File: src/rtl/mdu_hilo.sv
// Iterative multiply/divide unit with HI/LO registers for the MIPS core.
// Optional MDU_EARLY_OUT_EN: short multipliers finish after WIDTH/2 steps.
module mdu_hilo #(
    parameter int WIDTH = 32
) (
    input  logic             clk,
    input  logic             reset,
    input  logic             start,
    input  logic [2:0]       op,
    input  logic [WIDTH-1:0] a,
    input  logic [WIDTH-1:0] b,
    input  logic             flush,
    output logic             busy,
    output logic             done,
    output logic [WIDTH-1:0] hi,
    output logic [WIDTH-1:0] lo
);
    localparam int CW = $clog2(WIDTH);
    localparam int HW = WIDTH / 2;

    typedef enum logic [1:0] {
        S_IDLE,
        S_CALC,
        S_FIX
    } state_e;

    state_e               state_q, state_d;
    logic [CW-1:0]        cnt_q, cnt_d;
    logic [2*WIDTH-1:0]   acc_q, acc_d;
    logic [WIDTH-1:0]     ma_q, ma_d;
    logic [WIDTH-1:0]     mb_q, mb_d;
    logic [WIDTH-1:0]     hi_q, hi_d;
    logic [WIDTH-1:0]     lo_q, lo_d;
    logic                 div_q, div_d;
    logic                 qneg_q, qneg_d;
    logic                 rneg_q, rneg_d;
    logic                 bz_q, bz_d;
    logic                 early_q, early_d;
    logic                 done_q, done_d;

    logic                 signed_op;
    logic [WIDTH-1:0]     abs_a, abs_b;
    logic                 short_b;
    logic [WIDTH:0]       mul_sum;
    logic [2*WIDTH-1:0]   mul_next;
    logic [WIDTH:0]       div_rem, div_diff;
    logic                 div_ok;
    logic [2*WIDTH-1:0]   div_next;
    logic [2*WIDTH-1:0]   prod, prod_s;
    logic [WIDTH-1:0]     quo, rem;

    assign signed_op = (op == 3'd0) || (op == 3'd2);
    assign abs_a     = (signed_op && a[WIDTH-1]) ? -a : a;
    assign abs_b     = (signed_op && b[WIDTH-1]) ? -b : b;
    assign short_b   = (abs_b[WIDTH-1:HW] == '0);

    // Shift-add: multiplier sits in the low half and is consumed LSB first.
    assign mul_sum  = {1'b0, acc_q[2*WIDTH-1:WIDTH]}
                    + (acc_q[0] ? {1'b0, ma_q} : '0);
    assign mul_next = {mul_sum, acc_q[WIDTH-1:1]};

    // Restoring division: remainder high, dividend/quotient low.
    assign div_rem  = acc_q[2*WIDTH-1:WIDTH-1];
    assign div_diff = div_rem - {1'b0, mb_q};
    assign div_ok   = !div_diff[WIDTH];
    assign div_next = {div_ok ? div_diff[WIDTH-1:0] : div_rem[WIDTH-1:0],
                       acc_q[WIDTH-2:0], div_ok};

    // An early-out multiply stops with the product still half-shifted.
    assign prod   = early_q ? (acc_q >> HW) : acc_q;
    assign prod_s = qneg_q ? -prod : prod;
    assign quo    = acc_q[WIDTH-1:0];
    assign rem    = acc_q[2*WIDTH-1:WIDTH];

    always_comb begin
        state_d = state_q;
        cnt_d   = cnt_q;
        acc_d   = acc_q;
        ma_d    = ma_q;
        mb_d    = mb_q;
        hi_d    = hi_q;
        lo_d    = lo_q;
        div_d   = div_q;
        qneg_d  = qneg_q;
        rneg_d  = rneg_q;
        bz_d    = bz_q;
        early_d = early_q;
        done_d  = 1'b0;
        unique case (state_q)
            S_IDLE: begin
                if (start && !flush) begin
                    if (!op[2]) begin
                        state_d = S_CALC;
                        cnt_d   = '0;
                        div_d   = op[1];
                        ma_d    = abs_a;
                        mb_d    = abs_b;
                        bz_d    = (b == '0);
                        qneg_d  = signed_op && (a[WIDTH-1] ^ b[WIDTH-1]);
                        rneg_d  = signed_op && a[WIDTH-1];
                        acc_d   = op[1] ? {{WIDTH{1'b0}}, abs_a}
                                        : {{WIDTH{1'b0}}, abs_b};
`ifdef MDU_EARLY_OUT_EN
                        early_d = !op[1] && short_b;
`else
                        early_d = 1'b0;
`endif
                    end else if (op == 3'd4) begin
                        hi_d = a;
                    end else if (op == 3'd5) begin
                        lo_d = a;
                    end
                end
            end
            S_CALC: begin
                if (flush) begin
                    state_d = S_IDLE;
                end else begin
                    acc_d = div_q ? div_next : mul_next;
                    cnt_d = cnt_q + CW'(1);
                    if (cnt_q == CW'(WIDTH - 1) ||
                        (early_q && cnt_q == CW'(HW - 1))) begin
                        state_d = S_FIX;
                    end
                end
            end
            S_FIX: begin
                state_d = S_IDLE;
                if (!flush) begin
                    done_d = 1'b1;
                    if (div_q) begin
                        lo_d = bz_q ? '1 : (qneg_q ? -quo : quo);
                        hi_d = rneg_q ? -rem : rem;
                    end else begin
                        hi_d = prod_s[2*WIDTH-1:WIDTH];
                        lo_d = prod_s[WIDTH-1:0];
                    end
                end
            end
            default: state_d = S_IDLE;
        endcase
    end

    always_ff @(posedge clk or negedge reset) begin
        if (!reset) begin
            state_q <= S_IDLE;
            cnt_q   <= '0;
            acc_q   <= '0;
            ma_q    <= '0;
            mb_q    <= '0;
            hi_q    <= '0;
            lo_q    <= '0;
            div_q   <= 1'b0;
            qneg_q  <= 1'b0;
            rneg_q  <= 1'b0;
            bz_q    <= 1'b0;
            early_q <= 1'b0;
            done_q  <= 1'b0;
        end else begin
            state_q <= state_d;
            cnt_q   <= cnt_d;
            acc_q   <= acc_d;
            ma_q    <= ma_d;
            mb_q    <= mb_d;
            hi_q    <= hi_d;
            lo_q    <= lo_d;
            div_q   <= div_d;
            qneg_q  <= qneg_d;
            rneg_q  <= rneg_d;
            bz_q    <= bz_d;
            early_q <= early_d;
            done_q  <= done_d;
        end
    end

    assign busy = (state_q != S_IDLE);
    assign done = done_q;
    assign hi   = hi_q;
    assign lo   = lo_q;

endmodule
File: config.mk
export PLATFORM = sky130hd
export DESIGN_NAME = mdu_hilo
export DESIGN_NICKNAME = d
export VERILOG_FILES = /design/src/rtl/mdu_hilo.sv
export SDC_FILE = /design/constraint.sdc
export NUM_CORES = 1
export LEC_CHECK = 0
export ABC_AREA = 1
export CELL_PAD_IN_SITES_DETAIL_PLACEMENT = 1
export CELL_PAD_IN_SITES_GLOBAL_PLACEMENT = 1
export CORE_AREA = 2 2 230 232
export DETAILED_ROUTE_END_ITERATION = 10
export DIE_AREA = 0 0 232 234
export PLACE_DENSITY = 0.75
export SYNTH_ARGS = -nofsm -noshare
export SYNTH_HDL_FRONTEND = slang
export SYNTH_SLANG_ARGS = --single-unit
File: constraint.sdc
create_clock -name clk -period 2.4 [get_ports clk]
set_clock_uncertainty 0.1 [all_clocks]
set_input_delay 0.48 -clock clk [delete_from_list [all_inputs] [get_ports clk]]
set_output_delay 0.48 -clock clk [all_outputs]
set_load 0.02 [all_outputs]
* Word level (Yosys, flattened, before mapping)
Cells that the tools add are included.
** Storage, ports and cells
- Flip-flop bits (word level) :: 204
- Latch bits :: 0
- Bits in writable memories :: 0
- Memory bits (read-only) :: 0
- Bits of input ports :: 71
- Output and inout port bits :: 66
- Word-level logic and storage cells :: 93
- Memories :: 0
** Operators by class
- $add $sub $neg :: 8
- Multiply operators :: 0
- Div/mod/pow operators :: 0
- $lt $le $gt $ge :: 0
- Eq/ne operators :: 15
- Shift-type cells :: 0
- Multiplexer cells :: 38
- Bitwise gates (word level) :: 2
- Reduce and logical (&&, ||, !) cells :: 18
** Operators with widths (count)
- $mux 32 :: 19
- $mux 64 :: 5
- $neg 32->32 :: 4
- $pmux 32 s2 :: 2
- $pmux 64 s2 :: 1
- $neg 64->64 :: 1
- $add 32x32->33 :: 1
- $sub 33x32->33 :: 1
- $logic_not 32->1 :: 1
- $ne 2x2->1 const B :: 8
- $mux 5 :: 3
- $pmux 5 s2 :: 1
- $mux 2 :: 4
- $eq 3x3->1 const B :: 2
- $reduce_and 3->1 :: 2
- $reduce_and 6->1 :: 1
- $reduce_bool 2->1 :: 3
- $add 5x1->5 const B :: 1
- $eq 5x5->1 const B :: 1
- $reduce_and 5->1 :: 1
- $logic_and 1x1->1 :: 4
- $pmux 2 s2 :: 1
- $reduce_and 4->1 :: 1
- $eq 3x2->1 const B :: 1
- other kinds (10) :: 12

* Logic depth before layout (Yosys ltp)
- Depth after elaboration :: 8
- Mapped depth :: 22
- Gate-level depth less buffers :: 20

* Worst setup path before layout
OpenSTA, ideal clock, no wires.
- Path kind :: reg2reg
- Start :: register acc_q[0]
- End :: register acc_q[57]
- Setup time :: 0.116 ns
- Data arrival time :: 2.387 ns
- Required time :: 2.184 ns
- Setup slack :: -0.204 ns
- Stages on the path, launching flop included :: 22
- Buffers on the path :: 2
- Clock period less this slack :: 2.604 ns
- Path through :: dfrtp_1 > buf_2 > clkbuf_1 > nand2_1 > inv_1 > ha_1 > inv_1 > fa_1 > inv_1 > nand3_1 > nand2_1 > nand2_1 > nand2_1 > nand2_1 > nand2_1 > nand3_1 > nand3_1 > nand3_1 > nand2_1 > inv_1 > nand2_1 > nand2_1
** Between the ends
- Longest elaborated chain between the ends :: 5
** RTL lines
- start, declared :: line 29 : logic [2*WIDTH-1:0] acc_q, acc_d;
- start signal, assigned :: line 148 : acc_q <= '0;
- start signal, assigned :: line 162 : acc_q <= acc_d;
- $mux 32 :: line 59 : + (acc_q[0] ? {1'b0, ma_q} : '0);
- $add 32x32->33 :: line 59
- $mux 64 :: line 119 : acc_d = div_q ? div_next : mul_next;
- $mux 64 :: line 116 : if (flush) begin
- $pmux 64 s2 :: line 89 : unique case (state_q)
No other way between the ends. The select of a mux whose other input is x is not followed.
A chain may end at the register's enable or synchronous reset.

* Worst setup path after layout
- Start :: register acc_q[0]
- End :: register acc_q[50]
Same word-level chain as after synthesis.

==> impl_metrics.ini <==
[route]
drc = 0
drtAntennaViolNets = 0
dr.pass1.iters = 5
drt_iter0_drc = 2564
dr_total_vias = 26800
wl_per_cell_um = 24.8
finalWirelength_um = 117000
viasPerCell = 5.69

[timing]
slew_viol_final = 0
maxSlewHeadroom = 0.560
rsz0062_at_grt = true
finalHoldViolations = 0
tightest_slew_ns = 0.660
fmax_mhz = 352
finalCriticalPeriod_ns = 2.84
hold_ws_ns = 0.301
setup-violations-final = 42
post-route-period-util = 1.18
fin_ws_ns = -0.441

[synth]
yosysTopAreaCell = dfrtp_1
synth_cell_types = 49
syn_area_per_cell_sq_um = 5.96
postSynthCellCount = 3272
synth_edf_count = 0
postSynthNetCount = 3415
ys_seq_area_frac = 0.262
ys_ff_latch = 204
syn-cell-area_sq_um = 19500
yosys_warnings = 0
synth_top_area_share = 0.262
synthFlopType = dfrtp_1
async_flop_share = 1.00
netlist_top_cells_area = dfrtp_1, nand2_1, inv_1, nand3_1, nor2_1

[outcome]
violations = setup timing
status = finished with violations

[pwr]
comb_power_share = 0.743
peakVddDrop_mv = 0.992
clkPwrFrac = 0.100
p_per_area_nw_per_um2 = 1520
total_power_mw = 44.7
sw_frac_of_total = 0.524
p_leak_nw = 14.8
p_int_mw = 21.3
switchingPower_mw = 23.4
seqPwrFrac = 0.157

[die]
io-pin-count = 137
die-area_sq_um = 54300
fp.dieW_um = 232
core_area_sq_um = 52000
initial_core_util = 0.375
die_height_um = 234
rows = 84

[final_layout]
fillers = 6887
layout-drive-gt1-share = 0.284
multi_input_area_sq_um = 13900
syn2layout_area_growth_pct = 50.6
layout.nets = 4145
seqCellArea_sq_um = 5120

[worst_setup_path]
r2r_slack_ns = -0.44
cp.required_ns = 2.79
worstSetupEndpoint = acc_q[50]$_DFFE_PN0P_
cp.arrival_ns = 3.23
cp-startpoint = acc_q[0]$_DFFE_PN0P_
ff2ff_path_depth = 17
rr_startpoint = acc_q[0]$_DFFE_PN0P_
cp-start-kind = register
path_max_fanout = 14
crit_type = register to register
cp-end-kind = register
regToRegEndpoint = acc_q[50]$_DFFE_PN0P_

[clock_network]
tritoncts = done
htree_levels = 1
clock_latency_ns = 0.60
clkSinkCount = 204
cts-root-buf = clkbuf_16
clockBufferDepth = 3
cts_made_buffers = 27
path_clk_slew_ns = 0.06

[global_route]
grt_overflow = 0
grt_most_used_layer = met2
grt_max_degree = 50
track_usage = 0.396
grt_pass1_wl_um = 162000
grt_antenna_before_repair = 4
grt_util_met1 = 0.496
met3_usage = 0.0534
grtUsageMet2 = 0.649
grt_pass1_vias = 27100

[placement]
gp_congestion = 1.01
dp_hpwl_um = 87200
io_buffers = 136

[run]
drv_cap = 0

[worst_hold_path]
hp-class = input pin to asynchronous set/reset pin
==> kinds of logic (layout without fill, tap and decap cells) <==
family / count (synthesis) / count (layout) / share of synthesized area
fa+ha+maj: 72 / 72 / 0.0470
flops: 204 / 204 / 0.262
compound gates: 488 / 488 / 0.142
other cells: 0 / 2 / 0
simple gates: 1910 / 1911 / 0.416
xor+xnor: 48 / 48 / 0.0216
buf+inv: 550 / 1298 / 0.111
==> worst max-delay path: stages, from the launching register on <==
cell and delay [ns]:
dfrtp_2 0.45, clkbuf_16 0.19, nand2_1 0.07, inv_1 0.17, ha_4 0.38, inv_2 0.06
nor3_2 0.20, nand2_1 0.12, nand2_2 0.12, nand2_1 0.09, nand2_2 0.13, nand2_1 0.08
nand3_1 0.08, nand3_1 0.19, nand2_1 0.12, inv_1 0.05, nand2_1 0.06, nand2_1 0.05
==> power groups by stage <==
stage / clock network (mW) / logic (mW) / registers, mW
finish: 4.45 / 33.2 / 7.01
global route: 4.58 / 35.3 / 7.07
CTS: 4.43 / 28.9 / 6.77
detailed placement: 0 / 27.3 / 6.74
global placement: 0 / 26.4 / 6.67
floorplan: 0 / 13.9 / 6.78
==> layout by cell type (no fill, tap or decap), drive strengths merged, types with 4 or more instances in the layout <==
| cell | n |
|---|---|
| ha | 70 |
| a21boi | 28 |
| nor2 | 426 |
| o21bai | 14 |
| nand4 | 32 |
| a2bb2oi | 18 |
| xor2 | 39 |
| or2 | 34 |
| o31ai | 6 |
| nor3 | 40 |
| nand3 | 326 |
| nor4 | 4 |
| xnor2 | 9 |
| clkbuf | 39 |
| inv | 440 |
| dfrtp | 204 |
| clkdlybuf4s50 | 134 |
| bufinv | 4 |
| nand2 | 1031 |
| a31oi | 36 |
| a21oi | 159 |
| buf | 668 |
| nand3b | 16 |
| o211ai | 13 |
| o21ai | 198 |
| a22oi | 7 |
| clkinv | 8 |
==> worst min path at each step <==
stage / from / end / slack (ns) / cells after the start
after global placement: reset / hi[29]$_DFFE_PN0P_ / 0.36 / 1
after global routing: reset / hi[27]$_DFFE_PN0P_ / 0.35 / 2
final: reset / hi[27]$_DFFE_PN0P_ / 0.30 / 2
after floorplan: reset / acc_q[0]$_DFFE_PN0P_ / 0.08 / 0
after detailed placement: reset / hi[19]$_DFFE_PN0P_ / 0.36 / 1
after CTS: reset / hi[27]$_DFFE_PN0P_ / 0.31 / 2
==> state kept, by name (all words and copies together) (netlist names) <==
name / flops
lo: 32
rneg_q: 1
acc_q: 64
bz_q: 1
mb_q: 32
done: 1
hi: 32
qneg_q: 1
state_q: 2
div_q: 1
cnt_q: 5
ma_q: 32
==> timing repair <==
action,4_1_cts,5_1_grt
buffers inserted,20,34
setup endpoints to repair,69,74
endpoints found under the hold margin,39,0
pin swaps,22,71
cloned,1,4
hold buffers,1,0
resized for setup,162,258
==> cells in the mapped netlist (7+ instances only) <==
cell type and count:
nand2_1 1000, inv_1 431, nor2_1 409, nand3_1 313
dfrtp_1 204, o21ai_0 193, a21oi_1 157, ha_1 70
clkbuf_1 54, nor3_1 40, xor2_1 39, a31oi_1 36
nand4_1 32, buf_2 29, or2_2 26, nand2_2 24
a2bb2oi_1 18, buf_1 17, a21boi_0 16, nand3b_1 16
nand3_2 13, nor2_2 13, o211ai_1 13, o21bai_1 13
a21boi_1 12, inv_2 9, xnor2_1 9, a22oi_1 7
==> metal layers <==
metal / vias to the layer above / wire length [um]
met5: - / 23
met4: 2 / 9460
met3: 436 / 8920
met2: 1241 / 52400
met1: 13200 / 46200
li1: 11900 / -
==> area by class of cell <==
cell class | instances | share of cell area
clock buffers | 34 | 0.0253
inverters | 441 | 0.0569
flip-flops and latches | 204 | 0.175
clock inverters | 14 | 0.00673
diodes | 2 | 0.000171
well taps | 688 | 0.0293
repair buffers | 809 | 0.234
multi-input cells | 2519 | 0.473
==> per-stage QoR <==
step                      cell area, sq um   util  TNS (ns)  setup WS, ns  std cells
after floorplan                      19500      -  -0.00108      -0.00108       3272
after global placement               26200  0.503    -17.89        -0.367       4601
after detailed placement             26200  0.503    -27.40        -0.464       4601
after CTS                            27900  0.537     -2.47        -0.150       4671
after global routing                 29400  0.564    -14.72        -0.516       4710
final                                29400  0.564     -9.58        -0.441       4711
Note: power is estimated with default switching activity, not from simulation.
